**config.mk**
```make
export PLATFORM = sky130hd
export DESIGN_NAME = vpu_stream_arbiter_flat
export DESIGN_NICKNAME = d
export VERILOG_FILES = /design/src/rtl/vpu_stream_arbiter_pkg.sv /design/src/rtl/vpu_stream_arbiter_if.sv /design/src/rtl/vpu_rr_picker.sv /design/src/rtl/vpu_stream_arbiter.sv /design/src/flat_wrapper.sv
export SDC_FILE = /design/constraint.sdc
export NUM_CORES = 1
export LEC_CHECK = 0
export ABC_CLOCK_PERIOD_IN_PS = 2400
export CAP_MARGIN = 20
export CELL_PAD_IN_SITES_DETAIL_PLACEMENT = 2
export CELL_PAD_IN_SITES_GLOBAL_PLACEMENT = 2
export CORE_ASPECT_RATIO = 0.7
export CORE_UTILIZATION = 27
export CTS_CLUSTER_SIZE = 14
export DETAILED_ROUTE_END_ITERATION = 7
export DONT_BUFFER_PORTS = 1
export GPL_ROUTABILITY_DRIVEN = 1
export PLACE_DENSITY = 0.71
export SLEW_MARGIN = 20
export SYNTH_ARGS = -nofsm -noshare
export SYNTH_HDL_FRONTEND = slang
export SYNTH_SLANG_ARGS = --single-unit
```
**constraint.sdc**
```tcl
create_clock -name clk -period 2.4 [get_ports clk]
set_input_delay 0.48 -clock clk [delete_from_list [all_inputs] [get_ports clk]]
set_output_delay 0.48 -clock clk [all_outputs]
set_load 0.01 [all_outputs]
```
**src/rtl/vpu_stream_arbiter_pkg.sv**
```systemverilog
// Shared types for the VPU stream arbiter: instruction word, stream id width, FSM states.
// Includes the round-robin index helper used by the picker.
package vpu_stream_arbiter_pkg;

  localparam int STREAM_ID_WIDTH = 3;

  typedef struct packed {
    logic [7:0]  opcode;
    logic [4:0]  vd;
    logic [4:0]  vs1;
    logic [4:0]  vs2;
    logic [31:0] scalar;
  } vpu_h2d_req_instr_t;

  typedef enum logic [1:0] {
    S_IDLE  = 2'd0,
    S_ISSUE = 2'd1,
    S_WAIT  = 2'd2,
    S_DONE  = 2'd3
  } arb_state_t;

  function automatic int wrap_idx(input int base, input int off, input int n);
    return (base + off) % n;
  endfunction

endpackage

```
**src/rtl/vpu_stream_arbiter_if.sv**
```systemverilog
// Requester, controller and completion signals of the stream arbiter.
// master = arbiter side, slave = environment side.
interface vpu_stream_arbiter_if
  import vpu_stream_arbiter_pkg::*;
#(
  parameter int NUM_REQ = 4
);

  logic [NUM_REQ-1:0]                 req_valid_i;
  vpu_h2d_req_instr_t [NUM_REQ-1:0]   req_instr_i;
  logic [NUM_REQ-1:0]                 req_ready_o;

  logic                               ctrl_valid_o;
  vpu_h2d_req_instr_t                 ctrl_instr_o;
  logic [STREAM_ID_WIDTH-1:0]         ctrl_stream_id_o;
  logic                               ctrl_ready_i;

  logic                               resp_valid_i;
  logic [STREAM_ID_WIDTH-1:0]         resp_stream_id_i;
  logic                               resp_ready_o;

  logic [NUM_REQ-1:0]                 done_valid_o;
  logic [NUM_REQ-1:0]                 done_ready_i;

  logic                               busy_o;
  logic                               err_o;

  modport master (
    input  req_valid_i, req_instr_i, ctrl_ready_i, resp_valid_i, resp_stream_id_i, done_ready_i,
    output req_ready_o, ctrl_valid_o, ctrl_instr_o, ctrl_stream_id_o, resp_ready_o,
           done_valid_o, busy_o, err_o
  );

  modport slave (
    output req_valid_i, req_instr_i, ctrl_ready_i, resp_valid_i, resp_stream_id_i, done_ready_i,
    input  req_ready_o, ctrl_valid_o, ctrl_instr_o, ctrl_stream_id_o, resp_ready_o,
           done_valid_o, busy_o, err_o
  );

endinterface

```
**src/rtl/vpu_rr_picker.sv**
```systemverilog
// Round-robin pick: first requester after last_grant wins; purely combinational.
// Zero latency; grant is all-zero when nobody requests.
module vpu_rr_picker
  import vpu_stream_arbiter_pkg::*;
#(
  parameter int N = 4,
  parameter int W = 3
) (
  input  logic [N-1:0] req,
  input  logic [W-1:0] last_grant,
  output logic [N-1:0] grant,
  output logic [W-1:0] grant_idx
);

  logic found;

  always_comb begin
    grant     = '0;
    grant_idx = '0;
    found     = 1'b0;
    for (int k = 1; k <= N; k++) begin
      for (int i = 0; i < N; i++) begin
        if (!found && req[i] && (wrap_idx(int'(last_grant), k, N) == i)) begin
          found     = 1'b1;
          grant[i]  = 1'b1;
          grant_idx = W'(i);
        end
      end
    end
  end

endmodule

```
**src/rtl/vpu_stream_arbiter.sv**
```systemverilog
// Round-robin arbiter issuing one instruction at a time to the VPU controller and routing its completion.
// Accept is combinational in idle; ctrl_valid one cycle later; done held until the owner takes it.
module vpu_stream_arbiter
  import vpu_stream_arbiter_pkg::*;
#(
  parameter int NUM_REQ        = 4,
  parameter int TIMEOUT_CYCLES = 1024
) (
  input  logic                 clk,
  input  logic                 rst_n,
  vpu_stream_arbiter_if.master bus
);

  localparam int                CNT_W    = $clog2(TIMEOUT_CYCLES) + 1;
  localparam logic [CNT_W-1:0]  CNT_LAST = CNT_W'(TIMEOUT_CYCLES - 1);

  if (NUM_REQ < 2 || NUM_REQ > (2 ** STREAM_ID_WIDTH)) begin : g_bad_num_req
    $error("vpu_stream_arbiter: NUM_REQ must be 2..2**STREAM_ID_WIDTH");
  end
  if (TIMEOUT_CYCLES < 2) begin : g_bad_timeout
    $error("vpu_stream_arbiter: TIMEOUT_CYCLES must be >= 2");
  end

  arb_state_t                  state;
  logic [STREAM_ID_WIDTH-1:0]  last_grant;
  logic [STREAM_ID_WIDTH-1:0]  grant_id;
  logic [NUM_REQ-1:0]          grant_oh;
  vpu_h2d_req_instr_t          instr_q;
  logic [CNT_W-1:0]            cnt;
  logic                        ctrl_valid_q;
  logic [NUM_REQ-1:0]          done_valid_q;
  logic                        err_q;

  logic [NUM_REQ-1:0]          pick_grant;
  logic [STREAM_ID_WIDTH-1:0]  pick_idx;
  vpu_h2d_req_instr_t          pick_instr;
  logic                        resp_hit;
  logic                        timeout_hit;

  vpu_rr_picker #(
    .N (NUM_REQ),
    .W (STREAM_ID_WIDTH)
  ) u_picker (
    .req        (bus.req_valid_i),
    .last_grant (last_grant),
    .grant      (pick_grant),
    .grant_idx  (pick_idx)
  );

  always_comb begin
    pick_instr = '0;
    for (int i = 0; i < NUM_REQ; i++) begin
      if (pick_grant[i]) pick_instr = bus.req_instr_i[i];
    end
  end

  assign resp_hit    = bus.resp_valid_i && (bus.resp_stream_id_i == grant_id);
  assign timeout_hit = (cnt == CNT_LAST);

  // Gated by rst_n so the accept strobe is dead while reset is held, even with requests pending.
  assign bus.req_ready_o      = (rst_n && state == S_IDLE) ? pick_grant : '0;
  assign bus.resp_ready_o     = (state == S_WAIT);
  assign bus.busy_o           = (state != S_IDLE);
  assign bus.ctrl_valid_o     = ctrl_valid_q;
  assign bus.ctrl_instr_o     = instr_q;
  assign bus.ctrl_stream_id_o = grant_id;
  assign bus.done_valid_o     = done_valid_q;
  assign bus.err_o            = err_q;

  always_ff @(posedge clk or negedge rst_n) begin
    if (!rst_n) begin
      state        <= S_IDLE;
      last_grant   <= STREAM_ID_WIDTH'(NUM_REQ - 1);
      grant_id     <= '0;
      grant_oh     <= '0;
      instr_q      <= '0;
      cnt          <= '0;
      ctrl_valid_q <= 1'b0;
      done_valid_q <= '0;
      err_q        <= 1'b0;
    end else begin
      err_q <= 1'b0;
      case (state)
        S_IDLE: begin
          if (|pick_grant) begin
            grant_id     <= pick_idx;
            grant_oh     <= pick_grant;
            instr_q      <= pick_instr;
            ctrl_valid_q <= 1'b1;
            state        <= S_ISSUE;
          end
        end
        S_ISSUE: begin
          if (bus.ctrl_ready_i) begin
            ctrl_valid_q <= 1'b0;
            cnt          <= '0;
            state        <= S_WAIT;
          end
        end
        S_WAIT: begin
          // A matching response beats a timeout landing in the same cycle.
          if (resp_hit) begin
            done_valid_q <= grant_oh;
            state        <= S_DONE;
          end else if (timeout_hit) begin
            err_q      <= 1'b1;
            last_grant <= grant_id;
            state      <= S_IDLE;
          end else begin
            err_q <= bus.resp_valid_i;
            cnt   <= cnt + CNT_W'(1);
          end
        end
        S_DONE: begin
          if (|(done_valid_q & bus.done_ready_i)) begin
            done_valid_q <= '0;
            last_grant   <= grant_id;
            state        <= S_IDLE;
          end
        end
        default: state <= S_IDLE;
      endcase
    end
  end

endmodule

```
**src/flat_wrapper.sv**
```systemverilog
// flat-port wrapper written by rule: the top's interface ports become plain ports
module vpu_stream_arbiter_flat import vpu_stream_arbiter_pkg::*;
#(
  parameter int NUM_REQ        = 4,
  parameter int TIMEOUT_CYCLES = 1024
)
  (clk, rst_n, bus_req_valid_i, bus_req_instr_i, bus_ctrl_ready_i, bus_resp_valid_i, bus_resp_stream_id_i, bus_done_ready_i, bus_req_ready_o, bus_ctrl_valid_o, bus_ctrl_instr_o, bus_ctrl_stream_id_o, bus_resp_ready_o, bus_done_valid_o, bus_busy_o, bus_err_o);
  vpu_stream_arbiter_if #(.NUM_REQ(NUM_REQ)) bus_i ();
  input  logic clk;
  input  logic rst_n;
  input wire logic [$bits(bus_i.req_valid_i)-1:0] bus_req_valid_i;
  input wire logic [$bits(bus_i.req_instr_i)-1:0] bus_req_instr_i;
  input wire logic [$bits(bus_i.ctrl_ready_i)-1:0] bus_ctrl_ready_i;
  input wire logic [$bits(bus_i.resp_valid_i)-1:0] bus_resp_valid_i;
  input wire logic [$bits(bus_i.resp_stream_id_i)-1:0] bus_resp_stream_id_i;
  input wire logic [$bits(bus_i.done_ready_i)-1:0] bus_done_ready_i;
  output wire logic [$bits(bus_i.req_ready_o)-1:0] bus_req_ready_o;
  output wire logic [$bits(bus_i.ctrl_valid_o)-1:0] bus_ctrl_valid_o;
  output wire logic [$bits(bus_i.ctrl_instr_o)-1:0] bus_ctrl_instr_o;
  output wire logic [$bits(bus_i.ctrl_stream_id_o)-1:0] bus_ctrl_stream_id_o;
  output wire logic [$bits(bus_i.resp_ready_o)-1:0] bus_resp_ready_o;
  output wire logic [$bits(bus_i.done_valid_o)-1:0] bus_done_valid_o;
  output wire logic [$bits(bus_i.busy_o)-1:0] bus_busy_o;
  output wire logic [$bits(bus_i.err_o)-1:0] bus_err_o;
  assign bus_i.req_valid_i = bus_req_valid_i;
  assign bus_i.req_instr_i = bus_req_instr_i;
  assign bus_i.ctrl_ready_i = bus_ctrl_ready_i;
  assign bus_i.resp_valid_i = bus_resp_valid_i;
  assign bus_i.resp_stream_id_i = bus_resp_stream_id_i;
  assign bus_i.done_ready_i = bus_done_ready_i;
  assign bus_req_ready_o = bus_i.req_ready_o;
  assign bus_ctrl_valid_o = bus_i.ctrl_valid_o;
  assign bus_ctrl_instr_o = bus_i.ctrl_instr_o;
  assign bus_ctrl_stream_id_o = bus_i.ctrl_stream_id_o;
  assign bus_resp_ready_o = bus_i.resp_ready_o;
  assign bus_done_valid_o = bus_i.done_valid_o;
  assign bus_busy_o = bus_i.busy_o;
  assign bus_err_o = bus_i.err_o;
  vpu_stream_arbiter #(.NUM_REQ(NUM_REQ), .TIMEOUT_CYCLES(TIMEOUT_CYCLES)) u_core (.clk(clk), .rst_n(rst_n), .bus(bus_i));
endmodule
```
==> results.py <==
metrics = {
    "run_status": {
        "outcome": "complete, but fails checks",
        "violations": "design-rule violations",
    },
    "timing": {
        "slew_headroom_pct": 60.8,
        "clock.fmax_ghz": 0.446,
        "finalSetupViolations": 0,
        "finalSetupTns_ns": 0,
        "worstMarginPinSlew_ns": 0.587,
        "slew_viol_final": 0,
        "period_minus_slack_ns": 2.24,
        "fin_ws_ns": 0.159,
        "hold_viol_final": 0,
        "rsz0062_at_grt": "no",
        "finClkSkew_ns": 0.0106,
        "hold_slack_ns": 0.0331,
        "period_share_pct": 93.4,
    },
    "critical_path": {
        "end_kind": "primary output",
        "path_class": "reg -> out",
        "crit_required_ns": 1.92,
        "cpMaxStageDelayCell": "dfstp_2",
        "worstSetupStartpointType": "register",
        "cp_top_family": "flip-flops",
        "reg2reg_depth": 6,
        "critPathMaxFanout": 10,
        "r2r_start": "u_core.last_grant[0]",
        "cp_num_buf_inv": 0,
        "crit_chain": "xnor2_1, o211a_2, nor2b_1",
        "slowest_delay_ns": 0.65,
        "crit_arrival_ns": 1.76,
        "rr_endpoint": "u_core.bus.ctrl_instr_o[45]",
        "r2r_slack_ns": 0.37,
    },
    "die": {
        "die_height_microns": 116,
        "die_area_sq_um": 19200,
        "io_pins": 305,
        "initial_utilization_pct": 27.7,
        "die_x_microns": 165,
        "core-area_sq_um": 18200,
        "rows": 41,
    },
    "route": {
        "viasPerCell": 6.05,
        "drtPass1Iterations": 7,
        "ant_nets": 0,
        "dr.first_iter.drc_count": 336,
        "wire_per_inst_microns": 25.9,
        "detailroute.via_count": 4924,
        "routed_wl_microns": 21100,
        "drc": 32,
    },
    "clock_network": {
        "cts_inserted_buffers": 9,
        "clk_path_buf_depth": 2,
        "cts_tree": "built",
        "htree_levels": 3,
        "insertion_delay_ns": 0.35,
        "cts.clk_slew.worst_paths_ns": 0.07,
        "root_buffer": "clkbuf_16",
        "clock_sinks": 82,
        "cts_setup_buffers": 0,
    },
    "grt": {
        "globalRoute.totalOverflow": 0,
        "grt_max_degree": 83,
        "grt_usage_pct": 21.3,
        "antenna_found_initial": 1,
        "grt_pass1_wl_microns": 31000,
        "first_global_vias": 5183,
    },
    "power_and_ir_drop": {
        "p_leak_uw": 0.00239,
        "ir_worst_vdd_mv": 0.458,
        "p_per_area_nw_per_um2": 1380,
    },
    "synthesis": {
        "yosys_warnings": 0,
        "synthFlopType": "dfrtp_1",
        "syn_area_per_cell_sq_um": 8.34,
        "synth.distinct_cells": 45,
        "ys_ff_latch": 82,
        "synth_area_sq_um": 5040,
        "mappedNetlistNets": 840,
        "ys_async_sr_fraction_pct": 100,
        "synth-edff-count": 0,
        "yosysSeqAreaShare_pct": 40.8,
        "synthCells": 604,
    },
    "placed_design": {
        "place_congestion": 0.801,
        "dp.cells": 797,
        "pre_cts_ws_ns": 0.285,
        "dpl.hpwl_microns": 14900,
        "port_buffers": 0,
    },
    "job": {
        "max_cap_viol_count": 0,
    },
    "final_layout": {
        "nets": 809,
        "fillers": 2049,
        "multi_input_area_sq_um": 2720,
        "post-route-util_pct": 30.7,
        "instances_no_fill": 814,
        "regArea_sq_um": 2050,
        "drive_gt1_share_pct": 7.79,
        "diodes": 0,
        "area_growth_pct": 10.8,
    },
    "min_path": {
        "hp-class": "in -> async",
    },
}
[placed cells by master (no fill, tap or decap), types with 3 or more instances in the layout]
cell type / n
a21oi_1: 113
a221o_1: 55
a22oi_1: 4
and3_1: 58
buf_4: 15
clkbuf_16: 9
clkbuf_8: 3
dfrtp_1: 80
inv_1: 4
mux2i_1: 6
nand2_1: 35
nand2b_1: 4
nand3_1: 6
nor2_1: 71
o21ai_0: 22
o21ai_1: 48
xnor2_1: 3
[logic make-up after synthesis]
group	Yosys count	synth area share, %
compound gates	255	32.1
simple gates	188	18.3
flops	82	40.8
buf+inv	64	5.94
mux	8	1.64
xor+xnor	5	0.870
fa+ha+maj	1	0.248
other cells	1	0.0744
[routing by layer]
layer  global-route usage, %  wire length (microns)  up-vias
met5                       0                     13        -
met2                    35.5                  10000      232
met1                    26.2                   8630     2489
met4                    7.40                    516        2
met3                    6.64                   1860       32
li1                        -                      -     2169
[worst register-to-register path, cell delays in order (launching register included)]
cell and delay, ns:
dfstp_2 0.65, a21oi_1 0.10, o211a_2 0.32, buf_4 0.23
a221o_1 0.40, o21ai_1 0.10, a21oi_1 0.10
[worst max-delay path by stage]
stage	startpoint	slack (ns)	to	depth (start not counted)
after global placement	bus_req_valid_i[0]	0.42	u_core.bus.ctrl_instr_o[9]	6
after CTS	u_core.last_grant[0]	0.12	bus_req_ready_o[1]	3
final	u_core.last_grant[0]	0.16	bus_req_ready_o[1]	3
after detailed placement	bus_req_valid_i[0]	0.28	u_core.bus.ctrl_instr_o[9]	6
after global routing	u_core.last_grant[0]	0.01	bus_req_ready_o[1]	3
after floorplan	u_core.last_grant[1]	0.34	bus_req_ready_o[3]	6
[Yosys cell counts, types with 2 or more instances]
master    instances  area [sq um]
a21oi_1         114           571
dfrtp_1          80          2000
nor2_1           71           267
and3_1           58           363
a221o_1          55           551
o21ai_1          49           245
nand2_1          36           135
clkbuf_1         31           116
o21ai_0          22           110
buf_2            20           100
mux2i_1           6          60.1
nand3_1           6          30.0
a22oi_1           4          30.0
inv_1             4          15.0
nand2b_1          4          25.0
buf_1             3          11.3
buf_4             3          22.5
buf_6             3          33.8
xnor2_1           3          26.3
dfstp_2           2          52.6
mux2_1            2          22.5
nand4_1           2          12.5
nor2b_1           2          12.5
o211a_1           2          20.0
xor2_1            2          17.5
[stage by stage]
stage / total power, uW / cell area [sq um]
after CTS: 7780 / 5580
final: 7700 / 5580
after floorplan: 5080 / 5040
after global placement: 5920 / 5240
after detailed placement: 6200 / 5240
after global routing: 8260 / 5580
[timing repair]
action	4_1_cts	5_1_grt
hold buffers	1	0
endpoints found under the hold margin	82	0
endpoints found under the setup margin	0	0
gates resized for setup	0	0
[sequential cells by signal, indices dropped and copies added, names as in the netlist]
signal / count
u_core.state: 2
u_core.cnt: 11
u_core.bus.ctrl_instr_o: 55
u_core.bus.ctrl_stream_id_o: 2
u_core.grant_oh: 4
u_core.bus.ctrl_valid_o: 1
u_core.bus.err_o: 1
u_core.bus.done_valid_o: 4
u_core.last_grant: 2
[power breakdown]
| part | switching, uW | internal [uW] | leakage (uW) | total [uW] |
|---|---|---|---|---|
| Combinational | 2100 | 1220 | 0.00129 | 3330 |
| Clock | 613 | 898 | 0.000152 | 1510 |
| Sequential | 842 | 2020 | 0.000952 | 2860 |
[area by class of cell]
type	instances	share of cell area (%)
clock inverters	3	0.829
well taps	236	5.29
repair buffers	18	3.23
multi-input cells	458	48.7
inverters	4	0.269
flip-flops and latches	82	36.8
clock buffers	13	4.84
Power figures use the tool's default switching activity.
